==> src/rtl/scs8hd_demux2_reg.sv <==
// Registered 1-to-2 valid/ready stream demultiplexer with a one-entry output
// register and a wrapping beat counter on each branch.
module scs8hd_demux2_reg #(
  parameter int WIDTH = 8,
  parameter int CNT_W = 8
) (
  input  logic             CLK,
  input  logic             RESET,
  input  logic [WIDTH-1:0] A,
  input  logic             A_VALID,
  output logic             A_READY,
  input  logic             S,
  output logic [WIDTH-1:0] X0,
  output logic             X0_VALID,
  input  logic             X0_READY,
  output logic [WIDTH-1:0] X1,
  output logic             X1_VALID,
  input  logic             X1_READY,
  output logic [CNT_W-1:0] CNT0,
  output logic [CNT_W-1:0] CNT1
);

  logic [WIDTH-1:0] x0_q, x0_d, x1_q, x1_d;
  logic             x0_valid_q, x0_valid_d, x1_valid_q, x1_valid_d;
  logic [CNT_W-1:0] cnt0_q, cnt0_d, cnt1_q, cnt1_d;
  logic             free0, free1, accept, load0, load1;

  // A branch with a word being drained this cycle counts as free.
  assign free0   = !x0_valid_q || X0_READY;
  assign free1   = !x1_valid_q || X1_READY;
  assign A_READY = S ? free1 : free0;
  assign accept  = A_VALID && A_READY;
  assign load0   = accept && !S;
  assign load1   = accept && S;

  always_comb begin
    x0_d       = x0_q;
    x1_d       = x1_q;
    x0_valid_d = x0_valid_q;
    x1_valid_d = x1_valid_q;
    cnt0_d     = cnt0_q;
    cnt1_d     = cnt1_q;

    if (x0_valid_q && X0_READY) x0_valid_d = 1'b0;
    if (x1_valid_q && X1_READY) x1_valid_d = 1'b0;

    if (load0) begin
      x0_d       = A;
      x0_valid_d = 1'b1;
      cnt0_d     = cnt0_q + 1'b1;
    end
    if (load1) begin
      x1_d       = A;
      x1_valid_d = 1'b1;
      cnt1_d     = cnt1_q + 1'b1;
    end
  end

  always_ff @(posedge CLK or posedge RESET) begin
    if (RESET) begin
      x0_q       <= '0;
      x1_q       <= '0;
      x0_valid_q <= 1'b0;
      x1_valid_q <= 1'b0;
      cnt0_q     <= '0;
      cnt1_q     <= '0;
    end else begin
      x0_q       <= x0_d;
      x1_q       <= x1_d;
      x0_valid_q <= x0_valid_d;
      x1_valid_q <= x1_valid_d;
      cnt0_q     <= cnt0_d;
      cnt1_q     <= cnt1_d;
    end
  end

  assign X0       = x0_q;
  assign X1       = x1_q;
  assign X0_VALID = x0_valid_q;
  assign X1_VALID = x1_valid_q;
  assign CNT0     = cnt0_q;
  assign CNT1     = cnt1_q;

endmodule

==> config.mk <==
export PLATFORM = sky130hd
export DESIGN_NAME = scs8hd_demux2_reg
export DESIGN_NICKNAME = d
export VERILOG_FILES = /design/src/rtl/scs8hd_demux2_reg.sv
export SDC_FILE = /design/constraint.sdc
export NUM_CORES = 1
export LEC_CHECK = 0
export CAP_MARGIN = 10
export CORE_MARGIN = 2
export CORE_UTILIZATION = 44
export DETAILED_ROUTE_END_ITERATION = 7
export GPL_TIMING_DRIVEN = 0
export PLACE_DENSITY_LB_ADDON = 0.3
export SYNTH_ARGS = -nofsm -noshare
export SYNTH_HDL_FRONTEND = slang
export SYNTH_SLANG_ARGS = --single-unit
==> constraint.sdc <==
create_clock -name CLK -period 1.8 [get_ports CLK]
set_clock_uncertainty 0.15 [all_clocks]
set_input_delay 0.18 -clock CLK [delete_from_list [all_inputs] [get_ports CLK]]
set_output_delay 0.18 -clock CLK [all_outputs]
set_load 0.005 [all_outputs]
# --- Yosys cells after proc, flatten, opt, wreduce, memory -nomap -nowiden ---
# Index checks and enable logic that the tools add are counted.
word_totals:
  memories: 0
  regBits: 34
  ramBits: 0
  latchBits: 0
  mem_bits_ro: 0
  word_cells: 25
classes:
  order_cmp: 0
  bitwise: 0
  n_eq_ne: 0
  addsub: 2
  n_div: 0
  mux: 5
  shift: 0
  n_reduce_logical: 12
  mul: 0
ops:
  columns: ["operator", "n"]
  rows:
  - ["adder 8 x 1 -> 8 bit, second input constant", 2]
  - ["logical AND 1 bit", 5]
  - ["2-to-1 mux 1 bit", 5]
  - ["nonzero test 2 bit", 2]
  - ["zero test 1 bit", 3]
  - ["logical OR 1 bit", 2]

# --- Longest topological paths before layout ---
depth:
  depth_word: 6
  mapped_depth: 5
  depth_no_buf: 4

# --- Least setup slack after synthesis ---
# No wires, ideal clock.
synth_path:
  path_type: "reg-to-reg"
  from: "register x1_valid_q (netlist: X1_VALID)"
  to: "register x1_q[0] (netlist: X1[0])"
  stages_incl_launch_ff: 5
  n_path_buf: 1
  t_arrival_ns: 1.115
  setup_slack_ns: 0.410
  period_less_slack_ns: 1.390
  setup_time_ns: 0.125
  cell_sequence: "dfrtp_1 > nor2b_4 > nor2_4 > buf_6 > mux2_2"
synth_between:
  elab_chain_len: 5
synth_rtl:
  columns: ["element", "line_no", "text"]
  rows:
  - ["start, declared", "24", "logic x0_valid_q, x0_valid_d, x1_valid_q, x1_valid_d;"]
  - ["start signal, assigned", "71", "x1_valid_q <= x1_valid_d;"]
  - ["zero test 1 bit", "30", "assign free1 = !x1_valid_q || X1_READY;"]
  - ["logical OR 1 bit", "30", null]
  - ["2-to-1 mux 1 bit", "31", "assign A_READY = S ? free1 : free0;"]
  - ["logical AND 1 bit", "32", "assign accept = A_VALID && A_READY;"]
  - ["logical AND 1 bit", "34", "assign load1 = accept && S;"]
  - ["end signal, assigned", "62", "x1_q <= '0;"]
  - ["end signal, assigned", "69", "x1_q <= x1_d;"]
  - ["end, declared", "23", "logic [WIDTH-1:0] x0_q, x0_d, x1_q, x1_d;"]
# No other way between the ends.
# A chain may end at the register's enable or synchronous reset.

# --- Worst setup path in the final report ---
layout_path:
  from: "register cnt1_q[2] (netlist: CNT1[2])"
  to: "output CNT1[2]"
layout_rtl:
  columns: ["element", "line_no", "text"]
  rows:
  - ["start, declared", "25", "logic [CNT_W-1:0] cnt0_q, cnt0_d, cnt1_q, cnt1_d;"]
  - ["start signal, assigned", "73", "cnt1_q <= cnt1_d;"]
  - ["end, declared", "20", "output logic [CNT_W-1:0] CNT1"]
# No word-level cell between the ends.

==> flow_summary.ini <==
[status]
status = completed

[floorplanning]
rows = 20
pin_count = 49
die_area_um2 = 3704
start_util_pct = 46.60
die_y_um = 60.86
core_um2 = 3053
chipWidth_um = 60.86

[yosys]
ys_seq_area_share_pct = 59.81
yosysWarnings = 0
syn_inst = 100
syn_nets = 116
ys_types = 22
synth_area_um2 = 1423
ys_ff_latch = 34
syn-mean-instance-area_um2 = 14.23

[clock_tree]
ctsHtreeMaxLevel = 2
clk_pin_slew_ps = 100
numCtsBuffers = 5
worstSkewPairLatency_ps = 330
cts_tree = built
post_cts_buffers = 0
cts_root_buffer = clkbuf_4
cts_sinks = 34
max-clock-path-buffers = 2

[critical_path]
crit_type = reg2out
cp_data_required_time_ps = 1470
cp_max_fo = 5
crit_chain = clkdlybuf4s50_1
cp-start-kind = register
worstPathArrival_ps = 1320
max_stage_delay_ps = 550
slowest_stage = clkdlybuf4s50_1
endpoint_kind = output port
crit_family = buffers and inverters
crit_buf_inv = 1

[sta]
hold_viol_final = 0
worst_pin_slew_ps = 681.3
fin_crit_ps = 1648
drv_slew = 0
rsz0062_at_grt = no
fin_setup_tns_ps = 0
setup_viol = 0
whs_ps = 114.4
fmax_mhz = 607.0
timing.final.crit_share_pct = 91.53
slew_headroom_pct = 54.51

[routing]
drt-initial-drc-count = 8
ant_nets = 0
num_vias = 963
drcViolationCount = 0
first_pass_iters = 4
wl_um = 2765
wl_per_cell_um = 13.83
viasPerCell = 4.815

[power_and_ir_drop]
power.share.sequential_pct = 48.3
combPwrFrac_pct = 33.4
power.density_nw_per_um2 = 1194
switching_share_pct = 29.63
p_switching_w = 0.0007135
clock_power_share_pct = 18.3
leakage_nw = 0.8714
p_int_w = 0.001695
ir_drop_mv = 0.7739

[grt]
grt_pass1_vias = 975
grt_max_degree = 35
antenna_found_initial = 0
grtUsageTotal_pct = 17.11
gr-total-overflow = 0
grt_pass1_wl_um = 4395

[layout]
final_common_cell = clkdlybuf4s50_1
nets = 171
fin_area_um2 = 2017
fillers = 260
stdcell_count = 200
mostFrequentLayoutCells = 47 x clkdlybuf4s50_1, 34 x dfrtp_1, 18 x mux2_2
syn_to_final_growth_pct = 41.78
layout-drive-gt1-share_pct = 22.44
diodes = 0

[place]
gp_congestion = 0.7568
port_buffers = 48
dp_hpwl_um = 2047
dp_cells = 192
placed_area_um2 = 1958

[min_path]
hold_class = in2async

[job]
maxCapViolCount = 0
-- what timing repair did --
item / CTS / global route
gates resized for setup: 1 / 0
endpoints found under the setup margin: 1 / 0
hold buffers: 0 / 0
-- worst paths after layout --
path | startpoint | slack, ps | to | depth (start not counted)
worst max-delay path | CNT1[2] | 150 | CNT1[2] | 1
worst min-delay path | RESET | 110 | X0[5] | 2
worst max register to register | X1_VALID | 330 | X1[1] | 4
worst min register to register | CNT1[7] | 330 | CNT1[7] | 1
max in group asynchronous | RESET | 950 | CNT1[1] | 2
min in group CLK | CNT1[7] | 330 | CNT1[7] | 1
-- registers in the layout, summed over array words and instances (netlist names) --
signal,cells
X1,8
X1_VALID,1
X0,8
X0_VALID,1
CNT0,8
CNT1,8
-- stage by stage --
step                util, %  worst slack (ps)  power [W]
floorplan                 -             410.0   0.001465
global placement      64.14            -2.602   0.001957
detailed placement    64.14            -42.07   0.001998
CTS                   66.07             128.3   0.002447
global route          66.07             69.93   0.002564
finish                66.07             152.4   0.002408
-- synthesized netlist by cell type (all sizes together) --
cell | instances | area, um^2
nand2b | 2 | 15.02
nand3 | 6 | 30.03
a21oi | 1 | 5.000
nor4 | 1 | 21.27
and3 | 1 | 6.260
xnor2 | 6 | 52.55
nand2 | 5 | 21.27
nor2b | 1 | 13.76
nand3b | 1 | 20.02
nor3 | 3 | 20.02
inv | 2 | 7.510
nor2 | 5 | 26.27
xor2 | 8 | 70.07
buf | 2 | 22.52
mux2 | 18 | 202.7
nand4 | 2 | 12.51
ha | 2 | 25.02
dfrtp | 34 | 850.8
-- metal layers --
metal | global-route usage [%] | up-vias | wire [um]
li1 | - | 452 | -
met1 | 19.67 | 472 | 1118
met2 | 27.34 | 33 | 1382
met3 | 6.183 | 6 | 212
met4 | 10.25 | 0 | 51
met5 | 0 | - | 0
-- kinds of logic (layout without fill, tap and decap cells) --
family                   count (synthesis)  count (layout)  share of synthesized area, %
buffers and inverters                    4              60                         2.111
multiplexers                            18              18                         14.25
flip-flops                              34              34                         59.81
AND/OR/NAND/NOR                         27              27                         13.10
AO/OA/AOI/OAI                            1               1                        0.3515
XOR/XNOR                                14              14                         8.619
adder cells (fa/ha/maj)                  2               2                         1.759
-- power by group through the flow --
stage               logic [W]  clock network [W]  registers [W]
floorplan            0.000297                  0        0.00117
global placement     0.000794                  0        0.00116
detailed placement   0.000818                  0        0.00118
CTS                  0.000821           0.000457        0.00117
global route         0.000877           0.000492        0.00120
finish               0.000804           0.000440        0.00116
-- final cells by class --
type	instances	area [um^2]	area share (%)
plain buffers	2	22.52	1.117
clock buffers	7	55.05	2.730
clock inverters	1	5.005	0.2481
inverters	2	7.507	0.3722
multi-input cells	62	541.8	26.86
flip-flops and latches	34	850.8	42.18
well taps	44	55.05	2.730
repair buffers	48	479.2	23.76
Power figures use the tool's default switching activity.
